**config.mk**
```make
export PLATFORM = sky130hd
export DESIGN_NAME = uart_tx_framer
export DESIGN_NICKNAME = d
export VERILOG_FILES = /design/src/rtl/uart_pkg.sv /design/src/rtl/uart_tx_framer.sv
export SDC_FILE = /design/constraint.sdc
export NUM_CORES = 1
export LEC_CHECK = 0
export CAP_MARGIN = 20
export CORE_MARGIN = 5
export CORE_UTILIZATION = 51
export CTS_CLUSTER_DIAMETER = 150
export DETAILED_ROUTE_END_ITERATION = 10
export PLACE_DENSITY = 0.78
export SKIP_CTS_REPAIR_TIMING = 1
export SLEW_MARGIN = 5
export SYNTH_ARGS = -nofsm -noshare
export SYNTH_HDL_FRONTEND = slang
export SYNTH_SLANG_ARGS = --single-unit
```
**constraint.sdc**
```tcl
create_clock -name clk -period 1.75 [get_ports clk]
set_input_delay 0.35 -clock clk [delete_from_list [all_inputs] [get_ports clk]]
set_output_delay 0.35 -clock clk [all_outputs]
set_load 0.01 [all_outputs]
```
**src/rtl/uart_pkg.sv**
```systemverilog
// Shared types and helpers for the UART transmit framer: frame states,
// line-select encoding for the serial output stage and a frame-length helper.
package uart_pkg;

    // Frame state machine states.
    typedef enum logic [2:0] {
        IDLE,
        ARMED,
        START,
        DATA,
        PARITY,
        STOP
    } state_t;

    // Line-select code that picks the value driven onto the serial pin.
    typedef logic [1:0] line_sel_t;

    localparam line_sel_t SEL_START  = 2'b00;
    localparam line_sel_t SEL_DATA   = 2'b01;
    localparam line_sel_t SEL_PARITY = 2'b10;
    localparam line_sel_t SEL_IDLE   = 2'b11;   // also used for the stop bits

    // Number of bit periods in one frame: start + data + optional parity + stop.
    function automatic int frame_ticks(input int data_bits, input int parity_en,
                                       input int stop_bits);
        return 1 + data_bits + parity_en + stop_bits;
    endfunction

endpackage

```
**src/rtl/uart_tx_framer.sv**
```systemverilog
// UART transmit framer. Takes one word per valid/ready handshake and sends it
// as start bit, data bits LSB-first, optional parity bit and 1 or 2 stop bits,
// advancing one bit per external baud_tick strobe. The serial line is driven
// from a registered line-select output stage so tx_out never glitches.
module uart_tx_framer
    import uart_pkg::*;
#(
    parameter int DATA_BITS  = 8,
    parameter int PARITY_EN  = 1,
    parameter int PARITY_ODD = 0,
    parameter int STOP_BITS  = 1
) (
    input  logic                 clk,
    input  logic                 rst_n,
    input  logic                 baud_tick,
    input  logic [DATA_BITS-1:0] tx_data,
    input  logic                 tx_valid,
    output logic                 tx_ready,
    output logic                 tx_out,
    output logic                 tx_busy,
    output logic                 tx_done
);

    localparam int CNT_W = $clog2(DATA_BITS);
    localparam logic [CNT_W-1:0] LAST_BIT  = CNT_W'(DATA_BITS - 1);
    localparam logic             LAST_STOP = 1'(STOP_BITS - 1);
    localparam logic             ODD_BIT   = 1'(PARITY_ODD);

    // Reject unsupported frame formats at elaboration.
    if (DATA_BITS < 5 || DATA_BITS > 9) begin : g_bad_data_bits
        $error("uart_tx_framer: DATA_BITS must be 5..9");
    end
    if (PARITY_EN < 0 || PARITY_EN > 1) begin : g_bad_parity_en
        $error("uart_tx_framer: PARITY_EN must be 0 or 1");
    end
    if (PARITY_ODD < 0 || PARITY_ODD > 1) begin : g_bad_parity_odd
        $error("uart_tx_framer: PARITY_ODD must be 0 or 1");
    end
    if (STOP_BITS < 1 || STOP_BITS > 2) begin : g_bad_stop_bits
        $error("uart_tx_framer: STOP_BITS must be 1 or 2");
    end

    state_t               state_q,    state_d;
    logic [DATA_BITS-1:0] shreg_q,    shreg_d;
    logic                 parity_q,   parity_d;
    logic [CNT_W-1:0]     bit_cnt_q,  bit_cnt_d;
    logic                 stop_cnt_q, stop_cnt_d;
    logic                 ready_q,    ready_d;
    logic                 busy_q,     busy_d;
    logic                 done_q,     done_d;
    logic                 tx_out_q;
    line_sel_t            sel_d;

    // Next-state logic for the frame sequencer.
    always_comb begin
        // NOTE: every variable gets a default first so no path can infer a latch.
        state_d    = state_q;
        shreg_d    = shreg_q;
        parity_d   = parity_q;
        bit_cnt_d  = bit_cnt_q;
        stop_cnt_d = stop_cnt_q;
        ready_d    = ready_q;
        busy_d     = busy_q;
        done_d     = 1'b0;

        unique case (state_q)
            IDLE: begin
                ready_d = 1'b1;
                if (tx_valid && ready_q) begin
                    // A tick in the accept cycle is ignored: ARMED waits for
                    // the next one so the start bit lasts a full interval.
                    shreg_d    = tx_data;
                    parity_d   = (^tx_data) ^ ODD_BIT;
                    bit_cnt_d  = '0;
                    stop_cnt_d = 1'b0;
                    ready_d    = 1'b0;
                    busy_d     = 1'b1;
                    state_d    = ARMED;
                end
            end
            ARMED: begin
                if (baud_tick) begin
                    state_d = START;
                end
            end
            START: begin
                if (baud_tick) begin
                    bit_cnt_d = '0;
                    state_d   = DATA;
                end
            end
            DATA: begin
                if (baud_tick) begin
                    if (bit_cnt_q == LAST_BIT) begin
                        stop_cnt_d = 1'b0;
                        state_d    = (PARITY_EN != 0) ? PARITY : STOP;
                    end else begin
                        shreg_d   = shreg_q >> 1;
                        bit_cnt_d = bit_cnt_q + 1'b1;
                    end
                end
            end
            PARITY: begin
                if (baud_tick) begin
                    stop_cnt_d = 1'b0;
                    state_d    = STOP;
                end
            end
            STOP: begin
                if (baud_tick) begin
                    if (stop_cnt_q == LAST_STOP) begin
                        done_d  = 1'b1;
                        busy_d  = 1'b0;
                        ready_d = 1'b1;
                        state_d = IDLE;
                    end else begin
                        stop_cnt_d = 1'b1;
                    end
                end
            end
            default: begin
                state_d = IDLE;
            end
        endcase
    end

    // Line select follows the state being entered, so the pin changes on the
    // same edge as the state transition.
    always_comb begin
        unique case (state_d)
            START:   sel_d = SEL_START;
            DATA:    sel_d = SEL_DATA;
            PARITY:  sel_d = SEL_PARITY;
            default: sel_d = SEL_IDLE;
        endcase
    end

    // Frame sequencer state, datapath and status registers.
    always_ff @(posedge clk or negedge rst_n) begin
        // NOTE: every register here is cleared so a mid-frame reset discards the frame completely.
        if (!rst_n) begin
            state_q    <= IDLE;
            shreg_q    <= '0;
            parity_q   <= 1'b0;
            bit_cnt_q  <= '0;
            stop_cnt_q <= 1'b0;
            ready_q    <= 1'b0;
            busy_q     <= 1'b0;
            done_q     <= 1'b0;
        end else begin
            // NOTE: non-blocking assignments so all registers update together on the edge.
            state_q    <= state_d;
            shreg_q    <= shreg_d;
            parity_q   <= parity_d;
            bit_cnt_q  <= bit_cnt_d;
            stop_cnt_q <= stop_cnt_d;
            ready_q    <= ready_d;
            busy_q     <= busy_d;
            done_q     <= done_d;
        end
    end

    // Registered line-select mux driving the serial pin; idles high.
    always_ff @(posedge clk or negedge rst_n) begin
        if (!rst_n) begin
            tx_out_q <= 1'b1;
        end else begin
            unique case (sel_d)
                SEL_START:  tx_out_q <= 1'b0;
                SEL_DATA:   tx_out_q <= shreg_d[0];
                SEL_PARITY: tx_out_q <= parity_d;
                default:    tx_out_q <= 1'b1;
            endcase
        end
    end

    assign tx_ready = ready_q;
    assign tx_busy  = busy_q;
    assign tx_done  = done_q;
    assign tx_out   = tx_out_q;

endmodule
```
# Word-level counts from Yosys, hierarchy flattened
# Index checks and enable logic that the tools add are counted.
classes:
  multipliers: 0
  n_reduce_logical: 13
  shifts: 0
  div_mod_pow: 0
  addsub: 1
  n_bitwise: 0
  n_mux: 40
  n_eq_ne: 19
  n_lt_le_gt_ge: 0
ops:
  columns: ["op", "count"]
  rows:
  - ["$mux W3", 12]
  - ["$mux W8", 3]
  - ["$pmux W3 S6", 1]
  - ["$mux W1", 17]
  - ["$ne A2 B2 Y1 const B", 8]
  - ["$pmux W8 S2", 1]
  - ["$eq A3 B2 Y1 const B", 4]
  - ["$eq A3 B3 Y1 const B", 4]
  - ["$pmux W3 S3", 1]
  - ["$reduce_and A4 Y1", 2]
  - ["$reduce_xor A8 Y1", 1]
  - ["$pmux W2 S3", 1]
  - ["$reduce_and A6 Y1", 1]
  - ["$reduce_and A5 Y1", 1]
  - ["$pmux W1 S2", 2]
  - ["$pmux W1 S4", 1]
  - ["$reduce_bool A2 Y1", 2]
  - ["$reduce_bool A4 Y1", 1]
  - ["$add A3 B1 Y3 const B", 1]
  - ["$eq A3 B1 Y1 const B", 1]
  - ["$logic_not A3 Y1", 1]
  - ["$pmux W1 S3", 1]
  - ["$reduce_and A3 Y1", 1]
  - ["$reduce_bool A3 Y1", 1]
  - ["4 further kinds", 4]
word_totals:
  wordCells: 83
  n_memories: 0
  out_inout_bits: 4
  regBits: 20
  latch_bits: 0
  inputBits: 12
  ram_bits: 0
  rom_bits: 0

# Longest topological paths before layout
depth:
  depth_word: 8
  depth_mapped: 8
  depth_no_buf: 7

# Worst setup path after synthesis
# Ideal clock, no wire load.
synth_path:
  path_type: "register to register"
  startpoint: "register bit_cnt_q[0]"
  endpoint: "register shreg_q[7]"
  required_time_ps: 1629
  slack_ps: 136
  setup_ps: 121
  stages_incl_launch_ff: 8
  arrival_time_ps: 1494
  path_cell_list: "dfrtp_1 > ha_1 > ha_1 > nand2b_2 > nor3_4 > buf_6 > nor2_2 > a22o_1"
synth_via:
  elab_chain_cells: 3
synth_lines:
  columns: ["item", "line_no", "rtl"]
  rows:
  - ["from (decl)", "uart_tx_framer.sv:46", "logic [CNT_W-1:0] bit_cnt_q, bit_cnt_d;"]
  - ["from (signal assigned)", "uart_tx_framer.sv:155", "bit_cnt_q <= bit_cnt_d;"]
  - ["$eq A3 B3 Y1", "uart_tx_framer.sv:94", "if (bit_cnt_q == LAST_BIT) begin"]
  - ["$ne A2 B2 Y1 (no source line)", null, null]
  - ["$reduce_and A4 Y1 (no source line)", null, null]
  - ["to (signal assigned)", "uart_tx_framer.sv:153", "shreg_q <= shreg_d;"]
  - ["to (decl)", "uart_tx_framer.sv:44", "logic [DATA_BITS-1:0] shreg_q, shreg_d;"]
# No other way between the ends.
# A chain may end at the register's enable or synchronous reset.

# Worst setup path in the final report
layout_path:
  startpoint: "register tx_out_q, in the netlist tx_out"
  endpoint: "output port tx_out"
layout_lines:
  columns: ["item", "line_no", "rtl"]
  rows:
  - ["from (decl)", "uart_tx_framer.sv:51", "logic tx_out_q;"]
  - ["from (signal assigned)", "uart_tx_framer.sv:170", "SEL_DATA: tx_out_q <= shreg_d[0];"]
  - ["from (signal assigned)", "uart_tx_framer.sv:171", "SEL_PARITY: tx_out_q <= parity_d;"]
  - ["to (decl)", "uart_tx_framer.sv:19", "output logic tx_out,"]
# No word-level cell between the ends.

==> run summary <==
synth unique cells = 28
Hold Violations, Final = 0
io pins = 16
f_max = 590 MHz
run status = complete, no violations
first-pass iteration count of the detailed router = 4
Tcrit/Tclk final = 96.8%
Initial Util = 54.5%
Core ar. = 1760 µm²
netlist area before placement = 961 µm²
layout cell share with drive strength beyond 1 = 20.0%
die area = 2850 µm²
I/O Buffers = 15
WL final = 1990 µm
crit-path cells = clkdlybuf4s50_1
Max Transition Viols Final = 0
Rel. slew slack = 74.4%
initial antenna violation count = 0
first-pass GRT wire length = 3470 µm
Synth top area share = 46.9%
fin crit period = 1.69 ns
Hold WC Path Type = input port to asynchronous set/reset pin
WL/cell = 13.7 µm
Area Overhead vs Synth = 29.7%
sequential area share after synthesis = 49.6%
unrepaired setup endpoints after global routing = yes
crit end category = output pin
clk_lat worst skew = 0.30 ns
dpl cell area = 1160 µm²
setup ws final = 0.0554 ns
asr flop ratio synth = 100%
pin count of the biggest net entering global routing = 12
cell area after layout = 1250 µm²
peak per-stage delay on the critical path = 0.53 ns
Yosys warning total = 0
Post-Syn Nets = 108
global router's overall resource usage = 17.2%
detailed placement HPWL = 1580 µm
final net count = 135
Die Ht = 53.4 µm
DRC = 0
Synth area leader = dfrtp_1
dpl ws = -0.00790 ns
clock-pin slew on the worst setup and hold paths = 0.09 ns
H-tree depth = 1
Crit path max-delay family = flip-flops
register bit total from synthesis = 19
ranking of synthesized cells by area = dfrtp_1 (47%), nand2_1 (7.8%), xnor2_1 (6.4%)
max-cap viol count = 0
LEAKAGE = 0.563 nW
Longest Clk Path Bufs = 2
vias in the first global route = 792
Mean Syn Cell Area = 10.2 µm²
Core Util, Final = 70.6%
CTS root buf = clkbuf_4
power after layout = 1.53 mW
post-route ant nets = 0
CTS buffer count = 3
crit path buf inv count = 1
Starting DRT DRC Count = 15
WP data arrival = 1.34 ns
Sink Count = 19
Worst Setup Path Type = register to output pin
vias per cell = 5.26
count leader, synth = nand2_1
diode count = 0
Clock Skews = 0.0107 ns
Mapped Cells = 94
maximum vdd drop = 0.676 mV
Vias = 762
pwr/cell area = 1230 nW/µm²
top cells by count, synth = nand2_1 (20), dfrtp_1 (18), a22oi_1 (7), xnor2_1 (7), nor2_1 (6)
GPL Wtd Cong = 0.802
Req. time, crit path = 1.40 ns
Slew @ Worst Pin = 0.381 ns
Startpoint Class = register
most common flop cell mapped by yosys = dfrtp_1
fillcell total = 152
Worst Path Max Fanout = 1
CP max-delay cell = dfstp_2
CTS tree = built
EDFF count, synth = 0
Rows = 15
final setup violation count = 0
grt ovf = 0
die width = 53.4 µm
-- layout make-up --
type | count | area [µm²] | share of cell area [%]
clock buffer | 3 | 22.5 | 1.81
clock inverter | 1 | 5.00 | 0.402
inverter | 4 | 15.0 | 1.20
multi-input combinational | 67 | 459 | 36.8
sequential | 19 | 477 | 38.3
tap | 25 | 31.3 | 2.51
timing repair buffer | 26 | 236 | 19.0
-- cells in the final DEF, fill, tap and decap left out, drive strengths merged --
cell	synthesis	layout
o21ai	4	4
clkbuf	0	3
o211a	1	1
nor3	1	1
a32o	1	1
nand2	20	20
ha	2	2
xnor2	7	7
nor2	7	7
buf	4	11
a22o	3	3
a21o	1	1
dfrtp	18	18
o31ai	1	1
nand2b	1	1
and2	1	1
mux2	1	1
o311a	1	1
a21oi	2	2
a22oi	7	7
o22ai	1	1
clkdlybuf4s50	0	15
nand3	4	4
clkinv	0	1
inv	4	4
dfstp	1	1
nor4	1	1
-- cells by family (layout without fill, tap and decap cells) --
group	Yosys count	in the layout	synth area share [%]
multiplexers	1	1	1.17
flip-flops	19	19	49.6
AO/OA/AOI/OAI	22	22	16.7
AND/OR/NAND/NOR	35	35	18.4
adder cells (fa/ha/maj)	2	2	2.60
buffers and inverters	8	34	5.21
XOR/XNOR	7	7	6.38
-- flip-flops by register name, indices dropped and copies added (netlist names) --
signal	cells
bit_cnt_q	3
tx_done	1
parity_q	1
state_q	3
tx_out	1
tx_busy	1
shreg_q	8
tx_ready	1
-- power by group --
| group | switching [mW] | leakage (nW) | internal, mW |
|---|---|---|---|
| clock network | 0.130 | 0.0177 | 0.0853 |
| logic | 0.294 | 0.305 | 0.335 |
| registers | 0.116 | 0.240 | 0.572 |
-- per-layer routing --
| layer | track usage (%) | wire length [µm] |
|---|---|---|
| met3 | 2.25 | 70 |
| met1 | 19.2 | 821 |
| met2 | 30.6 | 1040 |
| met5 | 0 | 0 |
| met4 | 10.2 | 52 |
-- worst reg2reg max path: stages, from the launching register on --
cell and delay [ns]:
dfrtp_1 0.40, ha_2 0.20, ha_4 0.16, nand2b_4 0.15, nor3_4 0.29, a22oi_2 0.14
o311a_1 0.13, o21ai_1 0.13
-- per-stage QoR --
| step | hold WS, ns | cells | TNS, ns |
|---|---|---|---|
| 2_1_floorplan | 0.0544 | 94 | 0 |
| 3_3_place_gp | 0.462 | 137 | 0 |
| 3_5_place_dp | 0.467 | 137 | -0.00790 |
| 4_1_cts | 0.290 | 141 | -0.0118 |
| 5_1_grt | 0.294 | 145 | -0.0215 |
| 6_report | 0.291 | 145 | 0 |
-- final timing paths --
| path | slack (ns) | end | startpoint | cells past startpoint |
|---|---|---|---|---|
| max reg2reg | 0.08 | tx_out | bit_cnt_q[1] | 7 |
| min reg2reg | 0.50 | shreg_q[4] | shreg_q[4] | 2 |
| min | 0.29 | tx_done | rst_n | 1 |
| max | 0.06 | tx_out | tx_out | 1 |
| min in group clk | 0.50 | shreg_q[4] | shreg_q[4] | 2 |
| max in group asynchronous | 0.97 | tx_out | rst_n | 2 |
Power figures use the tool's default switching activity.
